File: src/rtl/gain_sched.sv
// Round-robin scheduled per-channel gain multiplier: grants one requester,
// multiplies its sample by that channel's gain register and holds the result.
module gain_sched #(
   parameter int unsigned N    = 32,
   parameter int unsigned NREQ = 4,
   parameter int unsigned SAT  = 0
) (
   input  logic              clk_i,
   input  logic              rst_i,
   input  logic [NREQ-1:0]   req_valid_i,
   input  logic [NREQ*N-1:0] req_data_i,
   output logic [NREQ-1:0]   req_ready_o,
   input  logic              cfg_we_i,
   input  logic [2:0]        cfg_ch_i,
   input  logic [N-1:0]      cfg_gain_i,
   output logic              res_valid_o,
   input  logic              res_ready_i,
   output logic [2:0]        res_ch_o,
   output logic [N-1:0]      res_data_o,
   output logic              res_ovf_o,
   output logic              busy_o
);

   typedef enum logic [1:0] {S_IDLE, S_CALC, S_HOLD} state_t;

   state_t           r_state;
   state_t           w_next;
   logic [N-1:0]     r_gain [NREQ];
   logic [2:0]       r_prio;
   logic             r_recover;
   logic [N-1:0]     r_op_a;
   logic [N-1:0]     r_op_b;
   logic [2:0]       r_op_ch;
   logic             r_res_valid;
   logic [2:0]       r_res_ch;
   logic [N-1:0]     r_res_data;
   logic             r_res_ovf;

   logic [2*NREQ-1:0] w_req2;
   logic              w_grant;
   logic [2:0]        w_gnt_ch;
   logic [NREQ-1:0]   w_gnt_vec;
   logic [N-1:0]      w_sel_data;
   logic [N-1:0]      w_sel_gain;
   logic [2:0]        w_next_prio;
   logic [2*N-1:0]    w_prod;
   logic              w_ovf;

   assign w_req2 = {req_valid_i, req_valid_i};

   // Scan the doubled request vector starting at the priority pointer so the
   // search wraps without modular arithmetic. The first IDLE cycle after a
   // result is accepted grants nothing, giving one result per 4 clocks.
   always_comb begin
      w_grant  = 1'b0;
      w_gnt_ch = '0;
      if (r_state == S_IDLE && !r_recover && !rst_i) begin
         for (int unsigned j = 0; j < 2*NREQ; j++) begin
            if (!w_grant && j >= 32'(r_prio) && j < 32'(r_prio) + NREQ && w_req2[j]) begin
               w_grant  = 1'b1;
               w_gnt_ch = 3'((j >= NREQ) ? j - NREQ : j);
            end
         end
      end
   end

   always_comb begin
      w_gnt_vec  = '0;
      w_sel_data = '0;
      w_sel_gain = '0;
      for (int unsigned k = 0; k < NREQ; k++) begin
         if (w_gnt_ch == 3'(k)) begin
            w_gnt_vec[k] = w_grant;
            w_sel_data   = req_data_i[k*N +: N];
            w_sel_gain   = r_gain[k];
         end
      end
   end

   assign w_next_prio = (w_gnt_ch == 3'(NREQ-1)) ? '0 : w_gnt_ch + 3'd1;
   assign w_prod      = (2*N)'(r_op_a) * (2*N)'(r_op_b);
   assign w_ovf       = |w_prod[2*N-1:N];

   always_ff @(posedge clk_i) begin
      if (rst_i) r_state <= S_IDLE;
      else       r_state <= w_next;
   end

   always_comb begin
      w_next = r_state;
      case (r_state)
         S_IDLE:  if (w_grant) w_next = S_CALC;
         S_CALC:  w_next = S_HOLD;
         S_HOLD:  if (res_ready_i) w_next = S_IDLE;
         default: w_next = S_IDLE;
      endcase
   end

   always_ff @(posedge clk_i) begin
      if (rst_i) begin
         for (int unsigned k = 0; k < NREQ; k++) r_gain[k] <= N'(1);
         r_prio      <= '0;
         r_recover   <= 1'b0;
         r_op_a      <= '0;
         r_op_b      <= '0;
         r_op_ch     <= '0;
         r_res_valid <= 1'b0;
         r_res_ch    <= '0;
         r_res_data  <= '0;
         r_res_ovf   <= 1'b0;
      end else begin
         for (int unsigned k = 0; k < NREQ; k++) begin
            if (cfg_we_i && cfg_ch_i == 3'(k)) r_gain[k] <= cfg_gain_i;
         end
         if (w_grant) begin
            r_op_a  <= w_sel_data;
            r_op_b  <= w_sel_gain;
            r_op_ch <= w_gnt_ch;
            r_prio  <= w_next_prio;
         end
         r_recover <= 1'b0;
         case (r_state)
            S_CALC: begin
               r_res_valid <= 1'b1;
               r_res_ch    <= r_op_ch;
               r_res_ovf   <= w_ovf;
               if (SAT != 0 && w_ovf) r_res_data <= '1;
               else                   r_res_data <= w_prod[N-1:0];
            end
            S_HOLD: begin
               if (res_ready_i) begin
                  r_res_valid <= 1'b0;
                  r_recover   <= 1'b1;
               end
            end
            default: ;
         endcase
      end
   end

   assign req_ready_o = w_gnt_vec;
   assign res_valid_o = r_res_valid;
   assign res_ch_o    = r_res_ch;
   assign res_data_o  = r_res_data;
   assign res_ovf_o   = r_res_ovf;
   assign busy_o      = (r_state != S_IDLE);

endmodule

File: config.mk
export PLATFORM = sky130hd
export DESIGN_NAME = gain_sched
export DESIGN_NICKNAME = d
export VERILOG_FILES = /design/src/rtl/gain_sched.sv
export SDC_FILE = /design/constraint.sdc
export NUM_CORES = 2
export LEC_CHECK = 0
export CAP_MARGIN = 20
export CORE_MARGIN = 1
export CORE_UTILIZATION = 50
export CTS_BUF_LIST = sky130_fd_sc_hd__clkbuf_4 sky130_fd_sc_hd__clkbuf_8 sky130_fd_sc_hd__clkbuf_16
export DETAILED_ROUTE_END_ITERATION = 10
export PLACE_DENSITY = 0.79
export SETUP_SLACK_MARGIN = 0.3
export SYNTH_ARGS = -nofsm -noshare
export SYNTH_HDL_FRONTEND = slang
export SYNTH_SLANG_ARGS = --single-unit
export TNS_END_PERCENT = 50
File: constraint.sdc
create_clock -name clk_i -period 16.7 [get_ports clk_i]
set_clock_uncertainty 0.2 [all_clocks]
set_input_delay 1.67 -clock clk_i [delete_from_list [all_inputs] [get_ports clk_i]]
set_output_delay 1.67 -clock clk_i [all_outputs]
set_load 0.02 [all_outputs]
== Word level (Yosys, flattened, before mapping) ==
Memories as Yosys holds them, arrays and structs flattened.
Cells that the tools add are included.
Word-level totals
  flip-flop bits (word level): 110
  RAM bits: 128
  input port bits: 171
  output and inout bits: 42
  word-level logic and storage cells: 151
  memories: 1
Cells by class
  $add $sub $neg: 2
  multiply operators: 1
  order comparisons: 15
  equality and inequality tests: 10
  mux-type cells: 61
  bitwise gates (word level): 5
  reductions and logical operators: 46
Memories
  r_gain: depth 4, bits a word 32, read ports 4, clocked after Yosys merged registers in 0, write ports 4, RTL line 28  | logic [N-1:0] r_gain [NREQ];
Operator list (number)
  2-to-1 mux 32 bit: 12
  < comparator 3 x 32 -> 1 bit, first input constant: 3
  < comparator 1 x 32 -> 1 bit, first input constant: 2
  < comparator 2 x 32 -> 1 bit, first input constant: 2
  multiplier 32 x 32 -> 64 bit: 1
  2-to-1 mux 1 bit: 37
  OR reduction 32 bit: 1
  logical AND 1 bit: 28
  2-to-1 mux 3 bit: 8
  == test 3 x 2 -> 1 bit, second input constant: 4
  >= comparator 3 bit, first input constant: 3
  logical NOT 1 bit: 9
  == test 3 x 1 -> 1 bit, second input constant: 2
  >= comparator 1 x 3 -> 1 bit, first input constant: 2
  >= comparator 2 x 3 -> 1 bit, first input constant: 2
  logical NOT 3 bit: 2
  one-hot mux 2 bit (3 select lines): 1
  adder 3 x 3 -> 4 bit, second input constant: 1
  < comparator 3 x 4 -> 1 bit, first input constant: 1
  2-to-1 mux 2 bit: 2
  inequality test 2 bit, second input constant: 2
  OR 1 bit: 4
  AND reduction 2 bit: 2
  nonzero test 2 bit: 2
  7 further kinds: 7

== Depth between registers and ports, before layout ==
  word-level depth: 52
  mapped depth: 31
  depth with buffers taken out: 29

== Least setup slack after synthesis ==
Ideal clock, no wire load.
  path type: reg-to-reg
  start point: register r_op_a[10]
  end point: register r_res_ovf (netlist: res_ovf_o)
  setup time: 123 ps
  arrival time: 7780 ps
  required time: 16377 ps
  path slack: 8596 ps
  cell stages (with the launch flop): 29
  path buffers: 2
  clock period less this slack: 8104 ps
  cell sequence: dfxtp_1 clkbuf_1 nand2_1 fa_1 fa_1 inv_1 fa_1 inv_1 fa_1 inv_1 fa_1 fa_1 fa_1 inv_1 fa_1 inv_1 ha_1 buf_2 nand2_1 or3_1 or4_1 nor3_4 o21ai_1 and3_1 xnor2_1 or4_1 nor4_1 and4bb_1 a31oi_1
On the way
  word-level cells in the longest chain between the ends: 2
Ends and longest elaborated chain
  start, declared: RTL line 31  | logic [N-1:0] r_op_a;
  start signal, assigned: RTL line 116  | r_op_a <= w_sel_data;
  multiplier 32 x 32 -> 64 bit: RTL line 81  | assign w_prod = (2*N)'(r_op_a) * (2*N)'(r_op_b);
  OR reduction 32 bit: RTL line 82  | assign w_ovf = |w_prod[2*N-1:N];
  end signal, assigned: RTL line 126  | r_res_ovf <= w_ovf;
  end, declared: RTL line 37  | logic r_res_ovf;
Every way passes these cells.
A chain may end at the register's enable or synchronous reset.

== Worst setup path in the final report ==
  start point: register r_op_b[5]
  end point: register r_res_ovf (netlist: res_ovf_o)
On the way
  word-level cells in the longest chain between the ends: 2
Ends and longest elaborated chain
  start, declared: RTL line 32  | logic [N-1:0] r_op_b;
  start signal, assigned: RTL line 117  | r_op_b <= w_sel_gain;
  multiplier 32 x 32 -> 64 bit: RTL line 81
  OR reduction 32 bit: RTL line 82
Every way passes these cells.

==> flow_summary.rst <==
.. list-table::
   :header-rows: 1

   * - Metric
     - Value
   * - Distinct cells, synth
     - 72
   * - Starting density of the core
     - 50.82%
   * - Wire length of the first global-routing pass
     - between 150,000 and 200,000 µm
   * - Async SR Flop Fraction
     - 0%
   * - Area growth syn-to-layout
     - 8.666%
   * - Clk buf depth
     - 3
   * - Worst IR Drop VDD
     - roughly 0.00010 V
   * - Number of buffers added to fix hold violations after cts
     - 0
   * - Top cells by area in the synthesized netlist
     - sky130_fd_sc_hd__fa_1 41%, sky130_fd_sc_hd__and2_1 9.3%, sky130_fd_sc_hd__edfxtp_1 8.8%, sky130_fd_sc_hd__ha_1 7.7%, sky130_fd_sc_hd__inv_1 6.2%
   * - Design Power
     - 5.328 mW
   * - Count of state elements after synthesis
     - between 200 and 250
   * - Number of filler instances in the final layout
     - between 7,000 and 8,000
   * - Unrepaired setup endpoints after global routing
     - false
   * - Data required time of the worst path
     - roughly 17 ns
   * - Int Pwr
     - between 2 and 2.5 mW
   * - Floorplan die height
     - roughly 300 µm
   * - Slew at the pin with the worst max-slew slack
     - around 1.1 ns
   * - Share of synthesized area occupied by flip-flops and latches
     - between 10 and 15%
   * - Final worst setup slack
     - approximately 7.5 ns
   * - Gr usage total
     - between 20 and 30%
   * - Static Leak
     - ~19 nW
   * - Final critical-path required period
     - 9.196 ns
   * - Avg Vias per Cell
     - roughly 5.7
   * - Port buffer count
     - 211
   * - Number of warnings issued by yosys
     - 0
   * - Antenna violations before repair
     - 2
   * - Max-slew violation count
     - 0
   * - Highest clock frequency the design can meet
     - around 110 MHz
   * - Switching power
     - 2.897 mW
   * - Clock Pin Slew Worst Setup and Hold Paths
     - approximately 0.07 ns
   * - Gate Count Post-Synth
     - between 4,000 and 5,000
   * - Worst-path maximum fanout
     - 22
   * - Cell seen most often among critical-path stages
     - sky130_fd_sc_hd__fa_1
   * - Maximum single-stage delay on the critical path
     - around 0.75 ns
   * - Fin area
     - about 47,000 µm²
   * - Count of maximum capacitance violations
     - 0
   * - Post-route insts no fill
     - about 5,900
   * - CTS root buf
     - sky130_fd_sc_hd__clkbuf_16
   * - Drc violations
     - 0
   * - Wire length reported by the detailed router
     - around 120,000 µm
   * - Normalized max-slew margin
     - between 20% and 30%
   * - Final layout net count
     - a little over 6,000
   * - Path category of the worst min-delay check
     - reg2reg
   * - Die footprint
     - just under 90,000 µm²
   * - Data arrival time of the critical path
     - about 9.4 ns
   * - Number of buffers added by the clock tree synthesis step
     - 23
   * - Instance count after placement with tap cells included
     - around 5,900
   * - Detail Placement HPWL
     - around 92,000 µm
   * - Count of nets left with antenna violations after detail routing
     - 0
   * - Vias in the first global route
     - 36,450
   * - Core Util, Final
     - approximately 55%
   * - DRT iter0 DRCs
     - about 2,300
   * - Number of levels in the clock H-tree
     - 1
   * - Total Negative Setup Slacks
     - 0 ns
   * - Sequential cell area
     - ~6000 µm²
   * - Final global-route overflow total
     - 0
   * - Class of the most critical setup path
     - reg2reg
   * - Via Count
     - about 34,000
   * - Largest net degree at the start of global routing
     - 99
   * - Nets in the synthesized netlist
     - 6,087
   * - Worst hold margin
     - 0.2536 ns
   * - Cell type with the highest aggregate area in the netlist
     - sky130_fd_sc_hd__fa_1
   * - Row cnt
     - about 110
   * - Switching part of the total power
     - 54.36%
   * - Power density over cell area
     - 112.6 nW/µm²
   * - Part of the cycle the worst path needs
     - roughly 55%
   * - Seq pwr share
     - between 10% and 20%
   * - Area of the core region
     - ~86,000 µm²
   * - Setup-failing EPs final
     - 0
   * - TritonCTS clock tree
     - yes
   * - Number of search-and-repair iterations in the first detailed-routing pass
     - 5
   * - Synthesized area
     - around 44,000 µm²
   * - Final weighted congestion in routability-driven placement
     - between 0.9 and 1
   * - Run status
     - completed
   * - Post CTS Setup Buffer Count
     - 0
   * - Hold Vio Cnt, Final
     - 0
   * - Clock network latency to the later pin of the worst-skew pair
     - about 0.55 ns
   * - Startpoint kind of the worst setup timing path
     - flip-flop
   * - Pre-CTS setup slack
     - 7.627 ns
   * - Count of pins on the block boundary
     - 213
   * - Number of inserted diodes
     - 0
   * - Combined area of the multi-input logic cells
     - 33,720 µm²
   * - Top-area cell type share of the netlist area
     - between 40% and 50%
   * - Cell at the slowest stage of the critical path
     - sky130_fd_sc_hd__dfxtp_1
   * - Type of element capturing the critical path
     - flip-flop
   * - Per-instance average area after synthesis
     - between 9 and 10 µm²
   * - Fraction of final layout cells with drive strength greater than 1
     - between 3 and 4%
   * - Die Wd
     - 297.1 µm
   * - Number of enable flip-flop cells after synthesis
     - between 100 and 150
   * - Combinational share of power
     - 76.1%
   * - Post-DR wirelength/cell
     - a little over 20 µm
   * - Cell area after placement
     - between 40,000 and 50,000 µm²
   * - Number of sinks handled by clock tree synthesis
     - ~240
   * - CTS-repair resized insts
     - 0
   * - Clock power frac
     - 10.2%
   * - Most frequently used flop master after synthesis
     - sky130_fd_sc_hd__edfxtp_1
==> sequential cells by signal, indices dropped and copies added (netlist names) <==
name,count
r_gain,128
r_op_a,32
r_op_b,32
r_op_ch,2
r_prio,2
r_recover,1
r_state,2
res_ch_o,2
res_data_o,32
res_ovf_o,1
res_valid_o,1
==> cells in the mapped netlist, types with 3 or more instances <==
master                      count
sky130_fd_sc_hd__fa_1         896
sky130_fd_sc_hd__inv_1        723
sky130_fd_sc_hd__and2_1       650
sky130_fd_sc_hd__nand2_1      640
sky130_fd_sc_hd__clkbuf_1     306
sky130_fd_sc_hd__a21oi_1      298
sky130_fd_sc_hd__ha_1         267
sky130_fd_sc_hd__nor2_1       183
sky130_fd_sc_hd__edfxtp_1     128
sky130_fd_sc_hd__o21ai_0      109
sky130_fd_sc_hd__dfxtp_1      107
sky130_fd_sc_hd__and3_1        73
sky130_fd_sc_hd__nand3b_1      70
sky130_fd_sc_hd__xnor2_1       34
sky130_fd_sc_hd__nand3_1       22
sky130_fd_sc_hd__nand4_1       19
sky130_fd_sc_hd__nor3_1        19
sky130_fd_sc_hd__xor2_1        15
sky130_fd_sc_hd__a211oi_1      14
sky130_fd_sc_hd__o21a_1        13
sky130_fd_sc_hd__o21ai_1       12
sky130_fd_sc_hd__a21o_1        11
sky130_fd_sc_hd__o211ai_1      10
sky130_fd_sc_hd__a31oi_1        9
sky130_fd_sc_hd__or3_1          9
sky130_fd_sc_hd__buf_2          8
sky130_fd_sc_hd__nand2b_1       8
sky130_fd_sc_hd__nor4_1         8
sky130_fd_sc_hd__a31o_2         7
sky130_fd_sc_hd__nor2b_1        7
sky130_fd_sc_hd__a21oi_2        5
sky130_fd_sc_hd__mux2i_1        5
sky130_fd_sc_hd__o21bai_1       5
sky130_fd_sc_hd__o221ai_1       5
sky130_fd_sc_hd__a2111oi_0      3
sky130_fd_sc_hd__a211o_1        3
sky130_fd_sc_hd__a21boi_0       3
sky130_fd_sc_hd__buf_1          3
sky130_fd_sc_hd__o31a_1         3
sky130_fd_sc_hd__or2_2          3
==> cells by family (layout without fill, tap and decap cells) <==
kind of cell    count (synthesis)  in the layout  synth area share (%)
other cells                     1              1              0.008611
simple gates                 1723           1723                 20.19
buf+inv                      1041           1052                 9.005
compound gates                535            535                 7.062
fa+ha+maj                    1163           1163                 48.86
flops                         235            235                 13.75
xor+xnor                       49             49                0.9855
mux                             6              6                0.1408
==> layout make-up <==
type | instances | share of cell area, %
inverters | 723 | 5.735
well taps | 1144 | 3.025
repair buffers | 287 | 5.706
multi-input cells | 3477 | 71.26
flip-flops and latches | 235 | 12.66
clock inverters | 14 | 0.3067
clock buffers | 28 | 1.309
==> power by group through the flow <==
stage	registers [mW]	clock network, mW	logic, mW
floorplan	0.752	0	2.67
global placement	0.742	0	3.93
detailed placement	0.743	0	3.97
CTS	0.731	0.548	4.02
global route	0.738	0.567	4.48
finish	0.733	0.541	4.05
==> critical path: cells and delay by family (launching register included) <==
family,cells,cell delay (ns)
AOI/OAI and AO/OA,2,0.16
DFF,1,0.75
and+or+nand+nor,9,2.88
adders and majority gates,9,4.34
xor gates and xnor gates,1,0.12
buffers and inverters,5,0.61
==> routing by layer <==
metal,vias to the layer above,global-route usage [%],wire length (µm)
li1,14590,-,-
met1,17030,36.07,46960
met2,1584,49.03,60750
met3,316,3.666,9465
met4,0,9.966,4398
met5,-,0,0
==> cell usage in the layout (no fill, tap or decap), types with 4 or more instances in the layout <==
master and n:
sky130_fd_sc_hd__xnor2_1 34, sky130_fd_sc_hd__nor4_1 8, sky130_fd_sc_hd__a211oi_1 14, sky130_fd_sc_hd__a21oi_1 298, sky130_fd_sc_hd__a21oi_2 5, sky130_fd_sc_hd__nand3b_1 70
sky130_fd_sc_hd__nor3_4 4, sky130_fd_sc_hd__nand3_1 22, sky130_fd_sc_hd__a21o_1 11, sky130_fd_sc_hd__and3_1 73, sky130_fd_sc_hd__clkbuf_4 4, sky130_fd_sc_hd__and2_1 650
sky130_fd_sc_hd__a31oi_1 9, sky130_fd_sc_hd__nand2_1 640, sky130_fd_sc_hd__clkdlybuf4s50_1 210, sky130_fd_sc_hd__nand2b_1 7, sky130_fd_sc_hd__o21bai_1 5, sky130_fd_sc_hd__nand4_1 19
sky130_fd_sc_hd__clkbuf_16 23, sky130_fd_sc_hd__o211ai_1 10, sky130_fd_sc_hd__dfxtp_1 103, sky130_fd_sc_hd__edfxtp_1 128, sky130_fd_sc_hd__or3_1 9, sky130_fd_sc_hd__xor2_1 15
sky130_fd_sc_hd__nor3_1 16, sky130_fd_sc_hd__dfxtp_2 4, sky130_fd_sc_hd__o21ai_0 109, sky130_fd_sc_hd__buf_4 76, sky130_fd_sc_hd__fa_1 896, sky130_fd_sc_hd__a31o_2 7
sky130_fd_sc_hd__o21a_1 13, sky130_fd_sc_hd__clkinv_2 4, sky130_fd_sc_hd__ha_1 263, sky130_fd_sc_hd__mux2i_1 5, sky130_fd_sc_hd__nor2b_1 6, sky130_fd_sc_hd__nor2_1 183
sky130_fd_sc_hd__o221ai_1 5, sky130_fd_sc_hd__inv_1 723, sky130_fd_sc_hd__o21ai_1 12
==> path summary, 6_finish.rpt <==
kind	from	to	slack [ns]	cells after the start
setup / recovery	r_op_b[5]	res_ovf_o	7.50	26
hold / removal	res_data_o[6]	res_data_o[6]	0.25	2
setup reg to reg	r_op_b[5]	res_ovf_o	7.50	26
hold reg to reg	res_data_o[6]	res_data_o[6]	0.25	2
Note: power is estimated with default switching activity, not from simulation.
